File: src/rtl/mem_arbiter_mc.sv
// mem_arbiter_mc: round-robin arbiter between N_CH client ports and one narrow
// RAM port. Each client word is split into BEATS little-endian RAM beats at
// consecutive byte addresses; writes honour a per-beat byte-lane mask.
module mem_arbiter_mc #(
  parameter int ADDR_L   = 32,
  parameter int M_DATA_L = 8,
  parameter int C_DATA_L = 32,
  parameter int N_CH     = 2
) (
  input  logic                                clk,
  input  logic                                rst,
  input  logic [N_CH-1:0]                     c_re,
  input  logic [N_CH-1:0]                     c_we,
  input  logic [N_CH*ADDR_L-1:0]              c_raddr,
  input  logic [N_CH*ADDR_L-1:0]              c_waddr,
  input  logic [N_CH*C_DATA_L-1:0]            c_dout,
  input  logic [N_CH*(C_DATA_L/M_DATA_L)-1:0] c_wmask,
  output logic [C_DATA_L-1:0]                 c_din,
  output logic [N_CH-1:0]                     c_rack,
  output logic [N_CH-1:0]                     c_wack,
  output logic                                m_re,
  output logic                                m_we,
  output logic [ADDR_L-1:0]                   m_raddr,
  output logic [ADDR_L-1:0]                   m_waddr,
  output logic [M_DATA_L-1:0]                 m_dout,
  input  logic [M_DATA_L-1:0]                 m_din,
  input  logic                                m_rack,
  input  logic                                m_wack
);
  localparam int BEATS = C_DATA_L / M_DATA_L;
  localparam int CW    = (N_CH > 1) ? $clog2(N_CH) : 1;
  localparam int KW    = (BEATS > 1) ? $clog2(BEATS) : 1;

  typedef enum logic [1:0] {IDLE, RD, WR, DONE} state_t;

  state_t              r_state, w_state_next;
  logic [CW-1:0]       r_grant, r_last;
  logic                r_is_wr;
  logic [ADDR_L-1:0]   r_addr;
  logic [C_DATA_L-1:0] r_data, r_word, r_din;
  logic [BEATS-1:0]    r_mask;
  logic [KW-1:0]       r_k;

  // Per-channel views of the packed request buses
  logic [ADDR_L-1:0]   w_raddr_ch [N_CH];
  logic [ADDR_L-1:0]   w_waddr_ch [N_CH];
  logic [C_DATA_L-1:0] w_dout_ch  [N_CH];
  logic [BEATS-1:0]    w_mask_ch  [N_CH];

  // Arbitration
  logic [N_CH-1:0]     w_req, w_after_last, w_req_hi, w_pick_from, w_pick_oh;
  logic [N_CH-1:0]     w_gnt_col [CW];
  logic [CW-1:0]       w_gnt;
  logic                w_any_req, w_gnt_wr;

  // Beat selection and read assembly
  logic [BEATS-1:0]    w_from_k, w_rem, w_cur_oh;
  logic [BEATS-1:0]    w_cur_col [KW];
  logic [KW-1:0]       w_cur, w_beat;
  logic                w_more, w_last_rd;
  logic [M_DATA_L-1:0] w_data_lane [BEATS];
  logic [C_DATA_L-1:0] w_word_asm;

  genvar gi, gb;
  generate
    for (gi = 0; gi < N_CH; gi++) begin : g_ch
      assign w_raddr_ch[gi]   = c_raddr[gi*ADDR_L +: ADDR_L];
      assign w_waddr_ch[gi]   = c_waddr[gi*ADDR_L +: ADDR_L];
      assign w_dout_ch[gi]    = c_dout[gi*C_DATA_L +: C_DATA_L];
      assign w_mask_ch[gi]    = c_wmask[gi*BEATS +: BEATS];
      assign w_after_last[gi] = (CW'(gi) > r_last);
      assign c_rack[gi]       = (r_state == DONE) && !r_is_wr && (r_grant == CW'(gi));
      assign c_wack[gi]       = (r_state == DONE) &&  r_is_wr && (r_grant == CW'(gi));
      for (gb = 0; gb < CW; gb++) begin : g_col
        assign w_gnt_col[gb][gi] = ((gi >> gb) & 1) != 0;
      end
    end
    // One-hot to binary: bit gb of the grant is set if the chosen channel has it
    for (gb = 0; gb < CW; gb++) begin : g_gnt_bit
      assign w_gnt[gb] = |(w_pick_oh & w_gnt_col[gb]);
    end

    for (gi = 0; gi < BEATS; gi++) begin : g_lane
      assign w_data_lane[gi] = r_data[gi*M_DATA_L +: M_DATA_L];
      assign w_from_k[gi]    = (KW'(gi) >= r_k);
      assign w_word_asm[gi*M_DATA_L +: M_DATA_L] =
        (r_k == KW'(gi)) ? m_din : r_word[gi*M_DATA_L +: M_DATA_L];
      for (gb = 0; gb < KW; gb++) begin : g_col
        assign w_cur_col[gb][gi] = ((gi >> gb) & 1) != 0;
      end
    end
    for (gb = 0; gb < KW; gb++) begin : g_cur_bit
      assign w_cur[gb] = |(w_cur_oh & w_cur_col[gb]);
    end
  endgenerate

  // Round robin: prefer requesters above last_grant, else wrap to the lowest
  assign w_req       = c_re | c_we;
  assign w_any_req   = |w_req;
  assign w_req_hi    = w_req & w_after_last;
  assign w_pick_from = (|w_req_hi) ? w_req_hi : w_req;
  assign w_pick_oh   = w_pick_from & (~w_pick_from + N_CH'(1));
  assign w_gnt_wr    = c_we[w_gnt];

  // Writes jump straight to the next enabled lane at or after k
  assign w_rem     = r_mask & w_from_k;
  assign w_cur_oh  = w_rem & (~w_rem + BEATS'(1));
  assign w_more    = |(w_rem & ~w_cur_oh);
  assign w_beat    = (r_state == WR) ? w_cur : r_k;
  assign w_last_rd = (r_k == KW'(BEATS-1));

  assign c_din   = r_din;
  assign m_raddr = r_addr + ADDR_L'(w_beat);
  assign m_waddr = r_addr + ADDR_L'(w_beat);
  assign m_dout  = w_data_lane[w_beat];

  // State register
  always_ff @(posedge clk) begin
    if (rst) r_state <= IDLE;
    else     r_state <= w_state_next;
  end

  // Next-state and RAM strobes
  always_comb begin
    w_state_next = r_state;
    m_re         = 1'b0;
    m_we         = 1'b0;
    unique case (r_state)
      IDLE: if (w_any_req) w_state_next = w_gnt_wr ? WR : RD;
      RD: begin
        m_re = 1'b1;
        if (m_rack && w_last_rd) w_state_next = DONE;
      end
      WR: begin
        if (!(|w_rem)) begin
          w_state_next = DONE;
        end else begin
          m_we = 1'b1;
          if (m_wack && !w_more) w_state_next = DONE;
        end
      end
      DONE:    w_state_next = IDLE;
      default: w_state_next = IDLE;
    endcase
  end

  // Transaction latch, beat counter and read-word assembly
  always_ff @(posedge clk) begin
    if (rst) begin
      r_grant <= '0;
      r_last  <= CW'(N_CH-1);
      r_is_wr <= 1'b0;
      r_addr  <= '0;
      r_data  <= '0;
      r_word  <= '0;
      r_din   <= '0;
      r_mask  <= '0;
      r_k     <= '0;
    end else begin
      unique case (r_state)
        IDLE: if (w_any_req) begin
          r_grant <= w_gnt;
          r_is_wr <= w_gnt_wr;
          r_addr  <= w_gnt_wr ? w_waddr_ch[w_gnt] : w_raddr_ch[w_gnt];
          r_data  <= w_dout_ch[w_gnt];
          r_mask  <= w_gnt_wr ? w_mask_ch[w_gnt] : '0;
          r_k     <= '0;
        end
        RD: if (m_rack) begin
          r_word <= w_word_asm;
          if (w_last_rd) r_din <= w_word_asm;
          else           r_k   <= r_k + KW'(1);
        end
        WR: if ((|w_rem) && m_wack && w_more) r_k <= w_cur + KW'(1);
        DONE: r_last <= r_grant;
        default: ;
      endcase
    end
  end
endmodule

File: config.mk
export PLATFORM = sky130hd
export DESIGN_NAME = mem_arbiter_mc
export DESIGN_NICKNAME = d
export VERILOG_FILES = /design/src/rtl/mem_arbiter_mc.sv
export SDC_FILE = /design/constraint.sdc
export NUM_CORES = 1
export LEC_CHECK = 0
export BUFFER_PORTS_ARGS = -buffer_cell sky130_fd_sc_hd__buf_4
export CAP_MARGIN = 20
export CORE_ASPECT_RATIO = 1.5
export CORE_UTILIZATION = 43
export CTS_CLUSTER_SIZE = 16
export DETAILED_ROUTE_END_ITERATION = 8
export GPL_TIMING_DRIVEN = 0
export PLACE_DENSITY = 0.77
export SYNTH_ARGS = -nofsm -noshare
export SYNTH_HDL_FRONTEND = slang
export SYNTH_SLANG_ARGS = --single-unit
export TNS_END_PERCENT = 50
File: constraint.sdc
create_clock -name clk -period 3.8 [get_ports clk]
set_input_delay 1.14 -clock clk [delete_from_list [all_inputs] [get_ports clk]]
set_output_delay 1.14 -clock clk [all_outputs]
set_load 0.005 [all_outputs]
==> run_summary.xml <==
<?xml version="1.0" encoding="UTF-8"?>
<metrics>
  <group name="die">
    <metric name="die_x" unit="um">108</metric>
    <metric name="die_h" unit="um">161</metric>
    <metric name="initial_core_util" unit="">0.443</metric>
    <metric name="design.core.area" unit="um^2">16300</metric>
    <metric name="rows" unit="">57</metric>
    <metric name="io_pins" unit="">326</metric>
    <metric name="dieArea" unit="um^2">17300</metric>
  </group>
  <group name="placement">
    <metric name="gp_routability_congestion" unit="">0.902</metric>
    <metric name="preCtsSetupSlack" unit="ns">-0.623</metric>
    <metric name="portBuffers" unit="">324</metric>
    <metric name="place_area" unit="um^2">9940</metric>
    <metric name="number_of_instances_in_the_placed_design" unit="">1359</metric>
    <metric name="hpwl" unit="mm">20.5</metric>
  </group>
  <group name="drt">
    <metric name="drt-vias-per-instance" unit="">5.44</metric>
    <metric name="via_count" unit="">7678</metric>
    <metric name="route.detailed.drc" unit="">0</metric>
    <metric name="route.detailed.wl_per_inst" unit="um">18.9</metric>
    <metric name="firstDrtPassIters" unit="">7</metric>
    <metric name="wl" unit="mm">26.7</metric>
    <metric name="detailedRoute.firstIterationViolations" unit="">376</metric>
    <metric name="final_antenna_net_count" unit="">0</metric>
  </group>
  <group name="clock_tree">
    <metric name="worst_path_clk_slew" unit="ns">0.06</metric>
    <metric name="cts_root_buffer" unit="">clkbuf_16</metric>
    <metric name="clk_path_buf_depth" unit="">2</metric>
    <metric name="cts-hold-fix-buffers" unit="">0</metric>
    <metric name="cts-buffers-inserted" unit="">17</metric>
    <metric name="clkSinkCount" unit="">131</metric>
    <metric name="clock_latency" unit="ns">0.42</metric>
    <metric name="cts_tree" unit="">yes</metric>
    <metric name="cts_htree_levels" unit="">4</metric>
  </group>
  <group name="flow_run">
    <metric name="drv.max_cap_violation_count" unit="">0</metric>
  </group>
  <group name="global_route">
    <metric name="grt_first_pass_wirelength" unit="mm">39.8</metric>
    <metric name="globalRoute.totalOverflow" unit="">0</metric>
    <metric name="grt_antenna_before_repair" unit="">1</metric>
    <metric name="vias_in_the_first_global_route" unit="">7560</metric>
    <metric name="grt_max_degree" unit="">17</metric>
    <metric name="globalRouteTotalUtil" unit="">0.303</metric>
  </group>
  <group name="logic_synthesis">
    <metric name="ys_seq_elements" unit="">131</metric>
    <metric name="synth_seq_area_share" unit="">0.363</metric>
    <metric name="postSynthNetCount" unit="">1054</metric>
    <metric name="synthesized_area_fraction_occupied_by_adder_cells" unit="">0.0180</metric>
    <metric name="netlist_area" unit="um^2">7230</metric>
    <metric name="synth_edf_count" unit="">0</metric>
    <metric name="synth.area.mux_share" unit="">0.153</metric>
    <metric name="synth-simple-area-share" unit="">0.205</metric>
    <metric name="post_synth.cell_area_avg" unit="um^2">8.72</metric>
    <metric name="post_synth_inst_count" unit="">829</metric>
    <metric name="xor_xnor_cell_area_share_of_the_yosys_netlist" unit="">0.0376</metric>
    <metric name="synth_flop_cell" unit="">dfxtp_1</metric>
    <metric name="synthArstFlopShare" unit="">0</metric>
    <metric name="fraction_of_the_mapped_netlist_area_in_compound_gates" unit="">0.146</metric>
    <metric name="synthDistinctLibCells" unit="">52</metric>
    <metric name="main_combinational_cell_family_by_area_after_synthesis" unit="">simple AND/OR/NAND/NOR gates</metric>
    <metric name="ys_warn_count" unit="">0</metric>
  </group>
  <group name="min_path">
    <metric name="hold-path-endpoint" unit="">c_din[23]</metric>
    <metric name="holdPathStages" unit="">2</metric>
    <metric name="hold_start" unit="">r_word[23]</metric>
    <metric name="min_path_type" unit="">register to register</metric>
  </group>
  <group name="timing">
    <metric name="fin_crit_sh" unit="">1.06</metric>
    <metric name="grt_setup_unrepaired" unit="">yes</metric>
    <metric name="timing.setup.tns" unit="ns">-5.76</metric>
    <metric name="report.final.setup_viol" unit="">44</metric>
    <metric name="finalMaxSlewViolations" unit="">0</metric>
    <metric name="timing.final.ws_setup" unit="ns">-0.244</metric>
    <metric name="fmax" unit="MHz">247</metric>
    <metric name="max_slew.worst_pin.slew" unit="ns">0.788</metric>
    <metric name="timing.max_slew.rel_slack" unit="">0.472</metric>
    <metric name="hold_viol" unit="">0</metric>
    <metric name="final.min_clock_period" unit="ns">4.04</metric>
    <metric name="clock_skew" unit="ns">0.0124</metric>
  </group>
  <group name="power_and_ir_drop">
    <metric name="max-vdd-ir-drop" unit="mV">0.366</metric>
    <metric name="p_total" unit="W">0.00666</metric>
    <metric name="power_leakage" unit="nW">5.00</metric>
    <metric name="cellPowerDensity" unit="nW/um^2">601</metric>
  </group>
  <group name="finish">
    <metric name="layout-drive-gt1-share" unit="">0.466</metric>
    <metric name="final_cell_area" unit="um^2">11100</metric>
    <metric name="final_cells" unit="">1412</metric>
    <metric name="num-nets-final" unit="">1417</metric>
    <metric name="areaGrowthSynthToFinish" unit="%">53.3</metric>
  </group>
  <group name="critical_path">
    <metric name="worstPathRequired" unit="ns">2.66</metric>
    <metric name="critical_path.reg2reg.endpoint" unit="">r_mask[3]</metric>
    <metric name="worstSetupPathType" unit="">register to output port</metric>
    <metric name="worstRegToRegCells" unit="">9</metric>
    <metric name="endpoint_class_of_the_critical_path" unit="">output port</metric>
    <metric name="worst_r2r_startpoint" unit="">r_state[0]</metric>
    <metric name="worst-r2r-setup-slack" unit="ns">1.40</metric>
    <metric name="timing.critical_path.fanout_max" unit="">7</metric>
    <metric name="crit_arrival" unit="ns">2.90</metric>
    <metric name="start_kind" unit="">register</metric>
  </group>
  <group name="run_status">
    <metric name="violated_checks" unit="">negative setup slack</metric>
    <metric name="status" unit="">complete, but fails checks</metric>
  </group>
</metrics>
[worst max-delay path: stages (launching register included)]
cell,delay (ns)
dfxtp_4,0.35
inv_4,0.06
ha_4,0.16
inv_4,0.04
o31a_1,0.24
a31oi_2,0.19
buf_6,0.16
ha_4,0.15
a21oi_4,0.07
nor3_2,0.19
and3_4,0.27
nand4_1,0.14
xnor2_2,0.24
buf_4,0.14
buf_6,0.08
[synth_stat cells, types with 3 or more instances]
master    number  area, um^2
a311oi_1      32         280
inv_1          9        33.8
and3b_1        3        26.3
nor2_1        58         218
xnor2_1       18         158
mux2i_1       34         340
and3_1        40         250
and4_1         4        35.0
xor2_1        13         114
a31o_2        32         280
nand4_1        5        31.3
nand2_1      188         706
buf_2          8        40.0
mux4_2        32         721
ha_1           8         100
nand2b_1       4        25.0
buf_4         41         308
clkbuf_1      45         169
dfxtp_1      131        2620
nand3_1       18        90.1
mux2_2         4        45.0
nor3b_1        3        22.5
a21oi_1       61         305
nor3_1         3        15.0
[routing by layer]
layer  vias up  global-route usage  part of all wire
met2       343               0.550              0.52
met4         0               0.125             0.035
met5         -                   0                 0
met1      3642               0.327              0.36
li1       3630                   -                 -
met3        63              0.0767             0.082
[cell families (layout without fill, tap and decap cells)]
kind of cell               after synthesis  in the layout
other                                    0              1
DFF                                    131            131
adders and majority gates               10             10
AOI/OAI and AO/OA                      147            147
and+or+nand+nor                        335            335
buffers and inverters                  105            481
muxes                                   70             70
xor gates and xnor gates                31             31
[cell usage in the layout, fill, tap and decap left out, types with 6 or more instances in the layout]
| master | netlist | final |
|---|---|---|
| xnor2_2 | 0 | 15 |
| a31o_2 | 32 | 32 |
| nand3_1 | 18 | 13 |
| xor2_2 | 0 | 6 |
| mux4_2 | 32 | 32 |
| nor2_4 | 0 | 9 |
| buf_4 | 41 | 380 |
| a21oi_1 | 61 | 58 |
| and3_1 | 40 | 39 |
| nand2_1 | 188 | 184 |
| dfxtp_1 | 131 | 126 |
| clkbuf_1 | 45 | 44 |
| buf_6 | 1 | 10 |
| xor2_1 | 13 | 7 |
| mux2i_1 | 34 | 34 |
| a311oi_1 | 32 | 32 |
| inv_1 | 9 | 6 |
| nor2_1 | 58 | 48 |
| clkbuf_16 | 0 | 17 |
[through the flow]
step                hold slack (ns)  utilization
floorplan                     0.431            -
global placement              0.438        0.609
detailed placement            0.442        0.609
CTS                           0.454        0.664
global route                  0.465        0.679
finish                        0.453        0.679
[worst max-delay path by stage]
stage / startpoint / end / slack [ns]
after floorplan: r_state[0] / m_waddr[26] / 0.02
after global placement: r_state[0] / m_waddr[30] / -0.58
after detailed placement: r_state[0] / m_waddr[30] / -0.62
after CTS: r_state[0] / m_waddr[22] / -0.19
after global routing: r_state[0] / m_waddr[12] / -0.35
final: r_state[0] / m_waddr[23] / -0.24
[area by class of cell]
class / count / area [um^2]
Sequential cell: 131 / 2630
Antenna cell: 1 / 2.50
Buffer: 94 / 536
Inverter: 9 / 38.8
Timing Repair Buffer: 346 / 2620
Fill cell: 1367 / 5250
Clock inverter: 15 / 141
Clock buffer: 17 / 425
Tap cell: 206 / 258
Multi-Input combinational cell: 593 / 4430
[power by group]
part,internal [W],switching [W]
logic,0.00165,0.00143
clock network,0.000864,0.000715
registers,0.00169,0.000302
total,0.00421,0.00245
[sequential cells by signal (all words and copies together) (netlist names)]
register,count
c_din,32
r_addr,32
r_data,32
r_word,24
r_mask,4
r_k,2
r_state,2
r_grant,1
r_is_wr,1
r_last,1
[timing repair]
item	4_1_cts	5_1_grt
pin swaps	12	14
endpoints found under the hold margin	0	0
resized for setup	57	32
setup endpoints to repair	62	56
setup buffers	14	8
Power figures use the tool's default switching activity.
